[src/rtl/zion_basic_circuit_lib_pkg.sv]
// zion_basic_circuit_lib_pkg: sizing helpers shared by the pipeline register and its instantiation macro.
`ifndef ZION_PIPE_REG_MACRO
`define ZION_PIPE_REG_MACRO
`define ZION_PIPE_REG(inst, depth, reg_ready, clk_i, rst_n_i, flush_i, ivld, irdy, idat, ovld, ordy, odat, ocnt) \
  zion_basic_circuit_lib_pipe_reg #( \
    .WIDTH_IN($bits(idat)), .WIDTH_OUT($bits(odat)), .DEPTH(depth), .REG_READY(reg_ready) \
  ) inst ( \
    .clk(clk_i), .rst_n(rst_n_i), .iFlush(flush_i), .iVld(ivld), .iRdy(irdy), .iDat(idat), \
    .oVld(ovld), .oRdy(ordy), .oDat(odat), .oCnt(ocnt));
`endif

package zion_basic_circuit_lib_pkg;
  function automatic int pipe_cap(input int depth, input int reg_ready);
    return depth * ((reg_ready != 0) ? 2 : 1);
  endfunction
  function automatic int cnt_w(input int cap);
    return (cap < 1) ? 1 : $clog2(cap + 1);
  endfunction
endpackage

[src/rtl/zion_basic_circuit_lib_pipe_stage.sv]
// zion_basic_circuit_lib_pipe_stage: one elastic stage, either a single entry with
// combinational ready or a main+skid pair whose ready comes straight from a flop.
module zion_basic_circuit_lib_pipe_stage #(
    parameter int WIDTH = 8,
    parameter int REG_READY = 0,
    parameter logic [WIDTH-1:0] INI_DATA = '0
) (
    input  logic             clk,
    input  logic             rst_n,
    input  logic             flush,
    input  logic             in_vld,
    output logic             in_rdy,
    input  logic [WIDTH-1:0] in_dat,
    output logic             out_vld,
    input  logic             out_rdy,
    output logic [WIDTH-1:0] out_dat
);
    logic             main_vld;
    logic [WIDTH-1:0] main_dat;

    assign out_vld = main_vld;
    assign out_dat = main_dat;

    if (REG_READY == 0) begin : g_simple
        assign in_rdy = !main_vld || out_rdy;
        always_ff @(posedge clk or negedge rst_n) begin
            if (!rst_n) begin
                main_vld <= 1'b0;
                main_dat <= INI_DATA;
            end else if (flush) begin
                main_vld <= 1'b0;
                main_dat <= INI_DATA;
            end else if (in_rdy) begin
                main_vld <= in_vld;
                if (in_vld) main_dat <= in_dat;
            end
        end
    end else begin : g_skid
        logic             skid_vld;
        logic [WIDTH-1:0] skid_dat;
        assign in_rdy = !skid_vld;
        // The skid only fills while main is stalled, so it always holds the younger beat.
        always_ff @(posedge clk or negedge rst_n) begin
            if (!rst_n) begin
                main_vld <= 1'b0;
                main_dat <= INI_DATA;
                skid_vld <= 1'b0;
                skid_dat <= INI_DATA;
            end else if (flush) begin
                main_vld <= 1'b0;
                main_dat <= INI_DATA;
                skid_vld <= 1'b0;
                skid_dat <= INI_DATA;
            end else if (!main_vld || out_rdy) begin
                if (skid_vld) begin
                    main_vld <= 1'b1;
                    main_dat <= skid_dat;
                    skid_vld <= 1'b0;
                end else begin
                    main_vld <= in_vld;
                    if (in_vld) main_dat <= in_dat;
                end
            end else if (in_vld && !skid_vld) begin
                skid_vld <= 1'b1;
                skid_dat <= in_dat;
            end
        end
    end

endmodule

[src/rtl/zion_basic_circuit_lib_pipe_reg.sv]
// zion_basic_circuit_lib_pipe_reg: DEPTH-stage valid/ready pipeline register with
// bubble collapsing, optional registered ready, synchronous flush and occupancy count.
module zion_basic_circuit_lib_pipe_reg
    import zion_basic_circuit_lib_pkg::*;
#(
    parameter int WIDTH_IN = 8,
    parameter int WIDTH_OUT = 8,
    parameter int DEPTH = 2,
    parameter int REG_READY = 0,
    parameter logic [WIDTH_IN-1:0] INI_DATA = '0
) (
    input  logic                                          clk,
    input  logic                                          rst_n,
    input  logic                                          iFlush,
    input  logic                                          iVld,
    output logic                                          iRdy,
    input  logic [WIDTH_IN-1:0]                           iDat,
    output logic                                          oVld,
    input  logic                                          oRdy,
    output logic [WIDTH_OUT-1:0]                          oDat,
    output logic [cnt_w(pipe_cap(DEPTH, REG_READY))-1:0]  oCnt
);
    localparam int CW = cnt_w(pipe_cap(DEPTH, REG_READY));

    if (WIDTH_IN != WIDTH_OUT || DEPTH > 16) begin : g_bad_param
        $error("zion_basic_circuit_lib_pipe_reg: WIDTH_IN must equal WIDTH_OUT and DEPTH must be 0..16");
    end

    if (DEPTH == 0) begin : g_pass
        assign iRdy = oRdy;
        assign oVld = iVld;
        assign oDat = WIDTH_OUT'(iDat);
        assign oCnt = '0;
    end else begin : g_pipe
        logic [DEPTH:0]               vld;
        logic [DEPTH:0]               rdy;
        logic [DEPTH:0][WIDTH_IN-1:0] dat;
        logic                         up;
        logic                         dn;

        assign vld[0]     = iVld;
        assign dat[0]     = iDat;
        assign rdy[DEPTH] = oRdy;
        // Nothing is accepted while held in reset or during the flush cycle.
        assign iRdy = rst_n && !iFlush && rdy[0];
        assign oVld = vld[DEPTH];
        assign oDat = WIDTH_OUT'(dat[DEPTH]);
        assign up   = iVld && iRdy;
        assign dn   = oVld && oRdy;

        for (genvar k = 0; k < DEPTH; k++) begin : g_stage
            zion_basic_circuit_lib_pipe_stage #(
                .WIDTH(WIDTH_IN),
                .REG_READY(REG_READY),
                .INI_DATA(INI_DATA)
            ) u_stage (
                .clk(clk),
                .rst_n(rst_n),
                .flush(iFlush),
                .in_vld(vld[k]),
                .in_rdy(rdy[k]),
                .in_dat(dat[k]),
                .out_vld(vld[k+1]),
                .out_rdy(rdy[k+1]),
                .out_dat(dat[k+1])
            );
        end

        always_ff @(posedge clk or negedge rst_n) begin
            if (!rst_n) oCnt <= '0;
            else if (iFlush) oCnt <= '0;
            else oCnt <= oCnt + CW'(up) - CW'(dn);
        end
    end

endmodule

[config.mk]
export PLATFORM = sky130hd
export DESIGN_NAME = zion_basic_circuit_lib_pipe_reg
export DESIGN_NICKNAME = d
export VERILOG_FILES = /design/src/rtl/zion_basic_circuit_lib_pkg.sv /design/src/rtl/zion_basic_circuit_lib_pipe_stage.sv /design/src/rtl/zion_basic_circuit_lib_pipe_reg.sv
export SDC_FILE = /design/constraint.sdc
export NUM_CORES = 1
export LEC_CHECK = 0
export ABC_AREA = 1
export CAP_MARGIN = 10
export CORE_MARGIN = 4
export CORE_UTILIZATION = 45
export CTS_BUF_LIST = sky130_fd_sc_hd__clkbuf_4 sky130_fd_sc_hd__clkbuf_8
export DETAILED_ROUTE_END_ITERATION = 10
export PLACE_DENSITY = 0.75
export RECOVER_POWER = 100
export SYNTH_ARGS = -nofsm -noshare
export SYNTH_HDL_FRONTEND = slang
export SYNTH_HIERARCHICAL = 1
export SYNTH_SLANG_ARGS = --single-unit
[constraint.sdc]
create_clock -name clk -period 2.25 [get_ports clk]
set_clock_uncertainty 0.1 [all_clocks]
set_input_delay 0.45 -clock clk [delete_from_list [all_inputs] [get_ports clk]]
set_output_delay 0.45 -clock clk [all_outputs]
set_load 0.005 [all_outputs]
==> qor.csv <==
stage,metric,value,unit
outcome,outcome,"complete, no violations",
hold_path,Hold Crit Class,reg2reg,
clocking,CTS tree,built,
timing,final setup fails,0,
timing,setup TNS,0,ns
finish,final core utilization,61.4,%
logic_synthesis,"Seq/Total Area, Yosys",52.3,%
timing,worst setup margin,0.138,ns
pwr,power density over the cells,561,nW/µm²
detailed_routing,antenna violation net count after detailed routing,0,
global_route,total global-route track usage,15.1,%
die,Die X,54.1,µm
die,I/O pin count,25,
finish,"commonest cells after routing, fill and taps aside","26 x nand2_1, 20 x dfrtp_1, 17 x nand3_1",
finish,Total Nets Final,147,
timing,Final Hold Fails,0,
detailed_routing,Initial DRC Count,24,
placement,DP Worst Slack,-0.116,ns
timing,min Tclk post-route,2.11,ns
clocking,post-cts hold buffer count,0,
worst_setup_path,worst path arrival time,1.56,ns
die,# rows,16,
die,Die ar.,2930,µm²
pwr,Lkg Pwr,0.665,nW
worst_setup_path,CP endpoint kind,primary output,
placement,Port Buffers,24,
worst_setup_path,"Data required, critical path",1.70,ns
logic_synthesis,Post-Syn Area,957,µm²
logic_synthesis,synthesis warning total,6,
finish,fraction of layout instances using a drive strength above 1,8.40,%
timing,max_slew headroom,32.3,%
clocking,CTS Buffer Depth,2,
global_route,Congestion Overflow GR,0,
global_route,initial antenna violation count,0,
logic_synthesis,syn_nets,119,
worst_setup_path,Crit Path Class,in2out,
die,Die Height,54.1,µm
die,Core ar.,1980,µm²
placement,GPL Wtd Cong,0.741,
clocking,H-tree depth,1,
clocking,Inserted Clock Buffers,3,
timing,f_max,0.473,GHz
detailed_routing,per-cell routed wire length,11.5,µm
detailed_routing,vias post-DR,799,
timing,Pins Over Slew Limit,0,
global_route,first-pass GRT wire length,3160,µm
detailed_routing,routed wire length,1820,µm
clocking,Post CTS Setup Buffer Count,0,
die,Initial Utilization,48.3,%
clocking,Clock Root Buffer,clkbuf_4,
worst_setup_path,Startpoint Class,primary input,
finish,Area Overhead vs Synth,27.2,%
timing,Final Cycle Share,93.9,%
clocking,"CTS clk-pin slew, worst paths",0.11,ns
pwr,maximum VDD drop,0.000512,V
logic_synthesis,post-synthesis cell type count,12,
worst_setup_path,CP Max Fanout,2,
global_route,number of global-route vias before repair,733,
detailed_routing,drt drc,0,
global_route,pin count of the biggest net entering global routing,21,
timing,RSZ-0062 raised after global routing,false,
detailed_routing,post-DR vias/cell,5.06,
logic_synthesis,Syn Inst Count,104,
clocking,clock sinks,20,
run,max_cap viols,0,
finish,"commonest non-fill, non-tap cell in the layout",nand2_1,
clocking,clk_lat worst skew,0.29,ns
detailed_routing,drt first pass iters,4,
timing,Slew @ Worst Pin,1.02,ns
clocking,post-CTS resize count,1,
logic_synthesis,syn avg cell area,9.20,µm²
placement,dpl hpwl,1350,µm
finish,ant diodes,0,
logic_synthesis,Yosys reg bits,20,
==> where the power goes <==
group          total [mW]  switching [mW]  internal (mW)
Combinational      0.0939          0.0483         0.0456
Sequential          0.388          0.0117          0.376
Clock               0.201           0.103         0.0986
Total               0.683           0.163          0.520
==> state kept, by name, summed over array words and instances, names as in the netlist <==
| signal | flops |
|---|---|
| g_pipe.g_stage.u_stage/out_vld | 2 |
| g_pipe.g_stage.u_stage/out_dat | 16 |
| oCnt | 2 |
==> worst paths after layout <==
check,start,to,slack [ns],cells past startpoint
worst max-delay path,oRdy,iRdy,0.14,8
worst min-delay path,g_pipe.g_stage[1].u_stage/out_dat[7],g_pipe.g_stage[1].u_stage/out_dat[7],0.41,2
worst max register to register,g_pipe.g_stage[0].u_stage/out_vld,oCnt[1],0.51,11
worst min register to register,g_pipe.g_stage[1].u_stage/out_dat[7],g_pipe.g_stage[1].u_stage/out_dat[7],0.41,2
max in group asynchronous,rst_n,oCnt[1],0.66,2
min in group asynchronous,rst_n,g_pipe.g_stage[1].u_stage/out_dat[6],0.78,2
==> layout make-up <==
type | count | area [µm²]
multi-input combinational | 68 | 344
fill | 187 | 764
tap | 27 | 33.8
timing repair buffer | 29 | 265
sequential | 20 | 500
clock buffer | 4 | 36.3
inverter | 10 | 37.5
==> logic make-up (layout without fill, tap and decap cells) <==
kind of cell,Yosys count,in the layout,synth area share [%]
simple gates,64,64,33.1
flops,20,20,52.3
buf+inv,16,43,11.0
fa+ha+maj,2,2,2.61
compound gates,2,2,1.05
==> metrics by stage <==
stage                     power (mW)  hold slack (ns)  cells  area, µm²
after floorplan                0.444           0.0544    104        957
after global placement         0.494            0.386    154       1200
after detailed placement       0.497            0.387    154       1200
after CTS                      0.701            0.417    158       1240
after global routing           0.723            0.426    158       1220
final                          0.683            0.406    158       1220
==> per-layer routing <==
layer | wire length (µm) | vias up | track usage (%)
met4 | 21 | 0 | 7.47
li1 | - | 411 | -
met3 | 103 | 4 | 3.32
met1 | 884 | 365 | 19.5
met5 | 0 | - | 0
met2 | 807 | 19 | 23.5
==> critical path, cell delays in order <==
cell and delay [ns]:
clkdlybuf4s50_1 0.47, inv_1 0.04, nand2_1 0.07, inv_1 0.05, nand2_2 0.05, nand2_1 0.05
nor2_1 0.12, dlygate4sd2_1 0.25
==> synthesized netlist by cell type <==
master / instances / area [µm²]
nand2_1: 23 / 86.3
dfrtp_1: 20 / 500
nand3_1: 17 / 85.1
nand4_1: 16 / 100
inv_1: 8 / 30.0
buf_6: 6 / 67.6
nand2_2: 5 / 31.3
a21oi_1: 2 / 10.0
ha_1: 2 / 25.0
inv_2: 2 / 7.51
nor2_1: 2 / 7.51
nor2_2: 1 / 6.26
Power figures use the tool's default switching activity.
